<file path="src/rtl/fetch_pkg.sv">
`default_nettype none
// ============================================================================
// Module      : fetch_pkg
// Description : Shared types and helpers for the instruction-fetch stage.
//               Holds the fetch FSM state encoding and the FIFO level-width
//               helper.
// Revision    : 1.0 - initial release
// ============================================================================
package fetch_pkg;

  // Fetch sequencer states. mem_en is asserted in REQ and DROP.
  typedef enum logic [1:0] {
    IDLE = 2'd0,
    REQ  = 2'd1,
    DROP = 2'd2
  } fetch_state_t;

  // Width needed to hold an occupancy count of 0..depth inclusive.
  function automatic int fetch_level_w(input int depth);
    return $clog2(depth + 1);
  endfunction

endpackage
`default_nettype wire

</file>
<file path="src/rtl/fetch_fifo.sv">
`default_nettype none
// ============================================================================
// Module      : fetch_fifo
// Description : Synchronous FIFO with push, pop, synchronous clear, level
//               output and a registered-state head output. DEPTH must be a
//               power of two so the pointers wrap naturally.
// Revision    : 1.0 - initial release
// ============================================================================
module fetch_fifo #(
  parameter int WIDTH   = 8,
  parameter int DEPTH   = 4,
  parameter int LEVEL_W = 3
) (
  input  logic               clk,
  input  logic               rst,
  input  logic               i_clear,
  input  logic               i_push,
  input  logic               i_pop,
  input  logic [WIDTH-1:0]   i_data,
  output logic [WIDTH-1:0]   o_head,
  output logic [LEVEL_W-1:0] o_level
);

  localparam int c_PTR_W = $clog2(DEPTH);

  logic [WIDTH-1:0]   r_mem [DEPTH];
  logic [c_PTR_W-1:0] r_rd_ptr;
  logic [c_PTR_W-1:0] r_wr_ptr;
  logic [LEVEL_W-1:0] r_count;
  logic               w_pop;
  logic               w_push;

  // Pop from empty is a no-op; a push into a full FIFO only lands if a pop
  // frees a slot in the same cycle.
  assign w_pop  = i_pop && (r_count != '0);
  assign w_push = i_push && ((r_count != LEVEL_W'(DEPTH)) || w_pop);

  // Storage write; a clear cycle discards any coincident push.
  always_ff @(posedge clk or posedge rst) begin
    if (rst) begin
      for (int i = 0; i < DEPTH; i++) begin
        r_mem[i] <= '0;
      end
    end else if (w_push && !i_clear) begin
      r_mem[r_wr_ptr] <= i_data;
    end
  end

  // Pointer and occupancy bookkeeping; clear overrides push and pop.
  always_ff @(posedge clk or posedge rst) begin
    if (rst) begin
      r_rd_ptr <= '0;
      r_wr_ptr <= '0;
      r_count  <= '0;
    end else if (i_clear) begin
      r_rd_ptr <= '0;
      r_wr_ptr <= '0;
      r_count  <= '0;
    end else begin
      if (w_push) begin
        r_wr_ptr <= r_wr_ptr + c_PTR_W'(1);
      end
      if (w_pop) begin
        r_rd_ptr <= r_rd_ptr + c_PTR_W'(1);
      end
      if (w_push && !w_pop) begin
        r_count <= r_count + LEVEL_W'(1);
      end else if (!w_push && w_pop) begin
        r_count <= r_count - LEVEL_W'(1);
      end
    end
  end

  assign o_head  = r_mem[r_rd_ptr];
  assign o_level = r_count;

endmodule
`default_nettype wire

</file>
<file path="src/rtl/fetch_prefetch_stage.sv">
`default_nettype none
// ============================================================================
// Module      : fetch_prefetch_stage
// Description : Instruction-fetch front end. Issues sequential reads over an
//               enable/ack handshake, buffers returned words in a prefetch
//               FIFO and hands them downstream on a DOR/ack interface.
//               Redirect flushes the buffer and restarts at a new PC; a read
//               already in flight is allowed to finish and is discarded.
//               Optional macro FETCH_PC_TAG_EN adds a parallel PC FIFO and
//               the data_out_pc port.
// Revision    : 1.0 - initial release
// ============================================================================
module fetch_prefetch_stage
  import fetch_pkg::*;
#(
  parameter int                ADDR_W   = 8,
  parameter int                DATA_W   = 8,
  parameter int                DEPTH    = 4,
  parameter logic [ADDR_W-1:0] RESET_PC = '0
) (
  input  logic                         clk,
  input  logic                         reset,
  output logic                         mem_en,
  output logic [ADDR_W-1:0]            mem_addr,
  input  logic [DATA_W-1:0]            mem_do,
  input  logic                         mem_do_ack,
  input  logic                         redirect,
  input  logic [ADDR_W-1:0]            redirect_pc,
  output logic                         DOR,
  input  logic                         ack_to_fetch,
  output logic [DATA_W-1:0]            data_out,
`ifdef FETCH_PC_TAG_EN
  output logic [ADDR_W-1:0]            data_out_pc,
`endif
  output logic [$clog2(DEPTH+1)-1:0]   level
);

  localparam int c_LEVEL_W = fetch_level_w(DEPTH);

  fetch_state_t         r_state;
  fetch_state_t         w_state_nxt;
  logic [ADDR_W-1:0]    r_pc;
  logic [ADDR_W-1:0]    w_pc_nxt;
  logic [ADDR_W-1:0]    r_mem_addr;
  logic [ADDR_W-1:0]    w_addr_nxt;
  logic [ADDR_W-1:0]    w_pc_inc;
  logic                 w_push;
  logic                 w_pop;
  logic                 w_clear;
  logic                 w_room;
  logic [c_LEVEL_W:0]   w_post_level;
  logic [c_LEVEL_W-1:0] w_level;

  // Redirect flushes the FIFO in the same edge, so it suppresses any pop.
  assign w_pop        = DOR && ack_to_fetch && !redirect;
  assign w_room       = (w_level < c_LEVEL_W'(DEPTH));
  assign w_pc_inc     = r_pc + ADDR_W'(1);
  // Occupancy after the current push together with any coincident pop.
  assign w_post_level = {1'b0, w_level} + (c_LEVEL_W+1)'(1) - (c_LEVEL_W+1)'(w_pop);

  // State, PC and request-address registers.
  always_ff @(posedge clk or posedge reset) begin
    if (reset) begin
      r_state    <= IDLE;
      r_pc       <= RESET_PC;
      r_mem_addr <= RESET_PC;
    end else begin
      r_state    <= w_state_nxt;
      r_pc       <= w_pc_nxt;
      r_mem_addr <= w_addr_nxt;
    end
  end

  // Next-state logic: issue gating, push on ack, redirect flush/drop handling.
  always_comb begin
    w_state_nxt = r_state;
    w_pc_nxt    = r_pc;
    w_addr_nxt  = r_mem_addr;
    w_push      = 1'b0;
    w_clear     = 1'b0;
    case (r_state)
      IDLE: begin
        if (redirect) begin
          w_clear  = 1'b1;
          w_pc_nxt = redirect_pc;
        end else if (w_room) begin
          w_state_nxt = REQ;
          w_addr_nxt  = r_pc;
        end
      end
      REQ: begin
        if (redirect) begin
          // The in-flight read must complete; its address stays on the bus.
          w_clear     = 1'b1;
          w_pc_nxt    = redirect_pc;
          w_state_nxt = mem_do_ack ? IDLE : DROP;
        end else if (mem_do_ack) begin
          w_push     = 1'b1;
          w_pc_nxt   = w_pc_inc;
          w_addr_nxt = w_pc_inc;
          if (w_post_level >= (c_LEVEL_W+1)'(DEPTH)) begin
            w_state_nxt = IDLE;
          end
        end
      end
      DROP: begin
        if (redirect) begin
          w_clear  = 1'b1;
          w_pc_nxt = redirect_pc;
        end
        if (mem_do_ack) begin
          w_state_nxt = IDLE;
        end
      end
      default: begin
        w_state_nxt = IDLE;
      end
    endcase
  end

  assign mem_en   = (r_state != IDLE);
  assign mem_addr = r_mem_addr;
  assign DOR      = (w_level != '0);
  assign level    = w_level;

  fetch_fifo #(
    .WIDTH   (DATA_W),
    .DEPTH   (DEPTH),
    .LEVEL_W (c_LEVEL_W)
  ) u_data_fifo (
    .clk     (clk),
    .rst     (reset),
    .i_clear (w_clear),
    .i_push  (w_push),
    .i_pop   (w_pop),
    .i_data  (mem_do),
    .o_head  (data_out),
    .o_level (w_level)
  );

`ifdef FETCH_PC_TAG_EN
  // Mirrors the data FIFO exactly, so its level always matches w_level.
  logic [c_LEVEL_W-1:0] w_pc_level_unused;

  fetch_fifo #(
    .WIDTH   (ADDR_W),
    .DEPTH   (DEPTH),
    .LEVEL_W (c_LEVEL_W)
  ) u_pc_fifo (
    .clk     (clk),
    .rst     (reset),
    .i_clear (w_clear),
    .i_push  (w_push),
    .i_pop   (w_pop),
    .i_data  (r_pc),
    .o_head  (data_out_pc),
    .o_level (w_pc_level_unused)
  );
`endif

endmodule
`default_nettype wire

</file>
<file path="config.mk">
export PLATFORM = sky130hd
export DESIGN_NAME = fetch_prefetch_stage
export DESIGN_NICKNAME = d
export VERILOG_FILES = /design/src/rtl/fetch_pkg.sv /design/src/rtl/fetch_fifo.sv /design/src/rtl/fetch_prefetch_stage.sv
export SDC_FILE = /design/constraint.sdc
export NUM_CORES = 1
export LEC_CHECK = 0
export CAP_MARGIN = 0
export CORE_MARGIN = 2
export CORE_UTILIZATION = 47
export CTS_CLUSTER_DIAMETER = 200
export DETAILED_ROUTE_END_ITERATION = 10
export PLACE_DENSITY = 0.7
export SYNTH_ARGS = -nofsm -noshare
export SYNTH_HDL_FRONTEND = slang
export SYNTH_SLANG_ARGS = --single-unit
export TNS_END_PERCENT = 10
</file>
<file path="constraint.sdc">
create_clock -name clk -period 3.75 [get_ports clk]
set_input_delay 0.375 -clock clk [delete_from_list [all_inputs] [get_ports clk]]
set_output_delay 0.375 -clock clk [all_outputs]
set_load 0.005 [all_outputs]
</file>
==> flow_metrics.py, run 1 <==
metrics = {
    "global_routing": {
        "grt_pass1_wl_mm": 10.0,
        "track_usage": 0.181,
        "grt_max_degree": 41,
        "grt_pass1_vias": 2036,
        "overflow": 0,
        "antenna_found_initial": 0,
    },
    "place": {
        "io_buffers": 41,
        "place_congestion": 0.760,
        "dp_hpwl_mm": 4.00,
        "dpl_worst_slack_ns": 1.10,
        "dpl.cell_count": 349,
    },
    "worst_hold_path": {
        "min_path_type": "flip-flop to flip-flop",
        "min_path_cells": 2,
    },
    "layout": {
        "multi_input_area_mm2": 0.00150,
        "syn_to_final_growth_pct": 21.6,
        "antennaDiodeCount": 0,
        "fill_cells": 540,
        "drive_gt1_frac": 0.233,
        "nets": 311,
        "final_cells": 364,
        "seqCellArea_mm2": 0.00143,
    },
    "die": {
        "dieHeight_um": 84.1,
        "rows": 29,
        "dieArea_mm2": 0.00707,
        "start_util": 0.480,
        "core_area_mm2": 0.00628,
        "ios": 42,
        "die_w_um": 84.1,
    },
    "timing": {
        "finalWorstSetupSlack_ns": 1.30,
        "fin_skew_ns": 0.00841,
        "grt_setup_unrepaired": "no",
        "fin_crit_ns": 2.45,
        "min_period_over_period": 0.654,
        "timing.fmax_mhz": 408,
        "setup_tns_ns": 0,
        "slew_viol_final": 0,
        "hold_viol_final": 0,
        "slew_headroom": 0.422,
        "worst_pin_slew_ns": 0.867,
        "setup_viol": 0,
    },
    "setup_path": {
        "cp_slowest_stage_delay_ns": 0.70,
        "cp.depth": 2,
        "crit_family": "flip-flops",
        "cp_cell_sequence": "mux4_2 -> clkdlybuf4s50_1",
        "worstSetupPathType": "flip-flop to primary output",
        "ff2ff_path_depth": 8,
        "crit_arrival_ns": 2.08,
        "cp.buffers_inverters": 1,
        "required_ns": 3.38,
        "cp_max_fo": 11,
        "slowest_stage": "dfrtp_1",
        "start_kind": "flip-flop",
        "endpoint_kind": "primary output",
    },
    "route": {
        "routed_via_density": 5.38,
        "drtAntennaViolNets": 0,
        "drt_iter0_drc": 86,
        "routed_wl_mm": 5.75,
        "first_pass_iters": 4,
        "vias": 1958,
        "wire_per_inst_um": 15.8,
        "drc": 0,
    },
    "job": {
        "drv_cap": 0,
    },
    "synth": {
        "syn_inst": 240,
        "syn-cell-area_mm2": 0.00301,
        "synth_cell_type_count": 38,
        "synth_top_area_frac": 0.473,
        "yosys-top-cells-area": "dfrtp_1 47%, mux2_4 16%, mux4_2 6.0%",
        "synth_seq_cells": 57,
        "ys_async_sr_fraction": 1.00,
        "synth_area_leader_cell": "dfrtp_1",
        "synth_fp_nets": 268,
        "synth.avg_cell_area_um2": 12.6,
        "yosysSeqAreaShare": 0.473,
        "ys.warnings.count": 0,
        "synth_flop_cell": "dfrtp_1",
        "synth-edff-count": 0,
    },
    "clocking": {
        "htreeDepth": 3,
        "cts_sinks": 57,
        "cts_buffer_depth": 2,
        "cts_tree": "done",
        "cts_setup_buffers": 0,
        "hold_buffers": 0,
        "cts_root_buffer": "clkbuf_8",
        "clk_latency_ns": 0.33,
        "cts_buffers": 9,
        "cts_resized": 0,
        "clk_pin_slew_worst_paths_ns": 0.06,
    },
    "power_and_ir_drop": {
        "total_power_mw": 2.41,
        "p_leak_nw": 1.65,
        "powerDensity_mw_per_mm2": 657,
        "irDropWorstVdd_mv": 0.346,
    },
    "run_status": {
        "outcome": "finished, final reports clean",
    },
}
[kinds of logic after synthesis]
logic type | share of synthesized area
and+or+nand+nor | 0.125
xor gates and xnor gates | 0.0291
adders and majority gates | 0.0315
buffers and inverters | 0.0311
AOI/OAI and AO/OA | 0.0772
DFF | 0.473
muxes | 0.232
[power breakdown]
part / internal (mW) / total [mW] / switching (mW)
clock network: 0.287 / 0.522 / 0.235
registers: 0.814 / 1.00 / 0.186
logic: 0.587 / 0.886 / 0.299
[path summary, 6_finish.rpt]
kind | startpoint | endpoint | slack, ns
max in group asynchronous | reset | u_data_fifo.r_wr_ptr[0]$_DFFE_PP0P_ | 2.44
worst max register to register | u_data_fifo.o_level[2]$_DFFE_PP0P_ | u_data_fifo.o_level[2]$_DFFE_PP0P_ | 1.44
worst min register to register | mem_addr[3]$_DFFE_PP0P_ | mem_addr[3]$_DFFE_PP0P_ | 0.48
worst max-delay path | u_data_fifo.r_rd_ptr[0]$_DFFE_PP0P_ | data_out[7] | 1.30
worst min-delay path | mem_addr[3]$_DFFE_PP0P_ | mem_addr[3]$_DFFE_PP0P_ | 0.48
min in group asynchronous | reset | u_data_fifo.r_mem[27]$_DFFE_PP0P_ | 0.53
[per-stage QoR]
| stage | util | instance area (um2) | hold WS [ns] |
|---|---|---|---|
| after floorplan | - | 3010 | 0.441 |
| after global placement | 0.555 | 3480 | 0.470 |
| after detailed placement | 0.555 | 3480 | 0.481 |
| after CTS | 0.584 | 3660 | 0.494 |
| after global routing | 0.584 | 3660 | 0.516 |
| final | 0.584 | 3660 | 0.484 |
[final cells by class]
cell class,count,area share
inverters,7,0.00717
repair buffers,44,0.118
clock inverters,3,0.00410
well taps,77,0.0263
clock buffers,12,0.0451
multi-input cells,164,0.410
flip-flops and latches,57,0.389
[per-layer routing]
metal | vias to the layer above | part of all wire | GRT usage | routed length [um]
li1 | 939 | - | - | -
met1 | 961 | 0.47 | 0.231 | 2680
met2 | 52 | 0.48 | 0.288 | 2750
met3 | 6 | 0.047 | 0.0554 | 273
met4 | 0 | 0.0075 | 0.0704 | 43
met5 | - | 0 | 0 | 0
[state kept, by name (all words and copies together), names as in the netlist]
name,count
mem_addr,8
r_pc,8
r_state,2
u_data_fifo.o_level,3
u_data_fifo.r_mem,32
u_data_fifo.r_rd_ptr,2
u_data_fifo.r_wr_ptr,2
[synthesized netlist by cell type, types with 3 or more instances]
library cell / number
xor2_1: 4
dfrtp_1: 57
nand2_8: 4
clkbuf_1: 3
mux2_4: 32
mux2i_1: 4
nor2b_1: 7
nand3_1: 7
o22ai_1: 4
buf_2: 5
nor2_1: 9
mux4_2: 8
a21oi_1: 14
o21ai_0: 14
ha_1: 6
nand2_1: 21
inv_1: 7
xnor2_1: 6
[worst register-to-register path, delay by kind of cell (launching register included)]
family	cells	cell delay [ns]
simple gates	3	0.87
compound gates	1	0.14
fa+ha+maj	2	0.56
flops	1	0.44
xor+xnor	1	0.18
buf+inv	1	0.06
[placed cells by master, fill, tap and decap left out, drive strengths merged, types with 7 or more instances in the layout]
| cell type | instances |
|---|---|
| nand2 | 25 |
| o21ai | 16 |
| mux4 | 8 |
| mux2 | 32 |
| clkbuf | 12 |
| a21oi | 14 |
| nand3 | 7 |
| clkdlybuf4s50 | 41 |
| nor2b | 7 |
| nor2 | 9 |
| inv | 7 |
| dfrtp | 57 |
Note: power is estimated with default switching activity, not from simulation.
==> run 2: changes to the inputs <==
==> constraint.sdc (replaced) <==
create_clock -name clk -period 2.4 [get_ports clk]
set_input_delay 0.24 -clock clk [delete_from_list [all_inputs] [get_ports clk]]
set_output_delay 0.24 -clock clk [all_outputs]
set_load 0.005 [all_outputs]
==> flow_metrics.py, run 2 (synthesis results as in run 1) <==
metrics = {
    "layout": {
        "top_register": "u_data_fifo.r_mem",
        "syn_to_final_growth_pct": 23.8,
        "final_cells": 375,
        "design_area_mm2": 0.00373,
        "fin_util": 0.595,
        "antennaDiodeCount": 0,
        "multi_input_area_mm2": 0.00151,
        "nets": 321,
        "final_common_cell": "dfrtp_1",
        "seqCellArea_mm2": 0.00143,
        "fill_cells": 537,
        "largest_reg_flops": 32,
        "final_cell_mix": "55 x dfrtp_1, 41 x clkdlybuf4s50_1, 32 x mux2_4, 20 x nand2_1",
        "drive_gt1_frac": 0.262,
    },
    "setup_path": {
        "cp_slowest_stage_delay_ns": 0.44,
        "r2r_start": "u_data_fifo.o_level[2]$_DFFE_PP0P_",
        "cp_max_fo": 7,
        "start_kind": "flip-flop",
        "rrSetupSlack_ns": 0.11,
        "cp.buffers_inverters": 1,
        "worstSetupPathType": "flip-flop to flip-flop",
        "cp_cell_sequence": "or3_1 -> nand2_2 -> ha_1 -> inv_1 -> fa_1 -> xor2_1 -> or3_1 -> a21oi_1",
        "crit_arrival_ns": 2.54,
        "slowest_stage": "dfrtp_2",
        "regToRegEndpoint": "u_data_fifo.o_level[2]$_DFFE_PP0P_",
        "crit_family": "simple AND/OR/NAND/NOR gates",
        "crit_top_cell": "or3_1",
        "ff2ff_path_depth": 8,
        "required_ns": 2.65,
        "endpoint_kind": "flip-flop",
    },
    "place": {
        "dp_hpwl_mm": 4.18,
        "dpl_worst_slack_ns": -0.0858,
        "dpl_cell_area_mm2": 0.00357,
        "io_buffers": 41,
        "dpl.cell_count": 359,
        "place_congestion": 0.839,
    },
    "timing": {
        "setup_tns_ns": 0,
        "slew_viol_final": 0,
        "hold_viol_final": 0,
        "setup_viol": 0,
        "fin_crit_ns": 2.29,
        "worst_pin_slew_ns": 0.571,
        "whs_ns": 0.276,
        "slew_headroom": 0.614,
        "grt_setup_unrepaired": "no",
        "fin_skew_ns": 0.00701,
        "min_period_over_period": 0.953,
        "finalWorstSetupSlack_ns": 0.113,
        "timing.fmax_mhz": 437,
    },
    "die": {
        "dieHeight_um": 84.1,
        "die_w_um": 84.1,
        "start_util": 0.480,
        "rows": 29,
        "dieArea_mm2": 0.00707,
        "ios": 42,
        "core_area_mm2": 0.00628,
    },
    "clocking": {
        "clk_pin_slew_worst_paths_ns": 0.06,
        "cts_buffers": 9,
        "cts_setup_buffers": 0,
        "cts_resized": 0,
        "cts_buffer_depth": 2,
        "cts_tree": "done",
        "hold_buffers": 0,
        "htreeDepth": 3,
        "cts_root_buffer": "clkbuf_8",
        "cts_sinks": 57,
        "clk_latency_ns": 0.33,
    },
    "route": {
        "routed_via_density": 5.35,
        "drt_iter0_drc": 71,
        "drtAntennaViolNets": 0,
        "first_pass_iters": 4,
        "wire_per_inst_um": 15.9,
        "vias": 2008,
        "routed_wl_mm": 5.98,
        "drc": 0,
    },
    "power_and_ir_drop": {
        "powerDensity_mw_per_mm2": 998,
        "irDropWorstVdd_mv": 0.466,
        "p_leak_nw": 1.69,
        "total_power_mw": 3.73,
    },
    "global_routing": {
        "overflow": 0,
        "grt_pass1_vias": 2100,
        "grt_max_degree": 36,
        "grt_pass1_wl_mm": 10.4,
        "antenna_found_initial": 0,
        "track_usage": 0.189,
    },
    "job": {
        "drv_cap": 0,
    },
    "run_status": {
        "outcome": "finished, final reports clean",
    },
    "worst_hold_path": {
        "min_path_type": "primary input to asynchronous set/reset pin",
    },
}
## run 2: final cells by class
type,instances,area share
tap,77,0.0258
timing repair buffer,54,0.139
clock buffer,12,0.0362
inverter,7,0.00704
clock inverter,4,0.00536
sequential,57,0.383
multi-input combinational,164,0.403
## run 2: power breakdown
group	total (mW)	internal (mW)	switching [mW]	leakage [nW]
Sequential	1.53	1.27	0.254	0.726
Clock	0.723	0.368	0.355	0.0839
Combinational	1.48	0.952	0.523	0.879
Total	3.73	2.59	1.13	1.69
## run 2: per-layer routing
layer	wire, um	global-route usage	part of all wire	vias to the layer above
li1	-	-	-	958
met1	2640	0.243	0.44	993
met2	3010	0.310	0.50	48
met3	250	0.0603	0.042	9
met4	70	0.0455	0.012	0
met5	0	0	0	-
## run 2: worst max-delay path by stage
stage,startpoint,endpoint,depth (start not counted)
finish,u_data_fifo.o_level[2]$_DFFE_PP0P_,u_data_fifo.o_level[2]$_DFFE_PP0P_,8
global route,u_data_fifo.o_level[2]$_DFFE_PP0P_,u_data_fifo.o_level[2]$_DFFE_PP0P_,8
CTS,u_data_fifo.o_level[2]$_DFFE_PP0P_,u_data_fifo.o_level[2]$_DFFE_PP0P_,8
detailed placement,ack_to_fetch,u_data_fifo.o_level[2]$_DFFE_PP0P_,9
global placement,ack_to_fetch,u_data_fifo.o_level[2]$_DFFE_PP0P_,9
floorplan,r_state[1]$_DFFE_PP0P_,u_data_fifo.o_level[2]$_DFFE_PP0P_,10
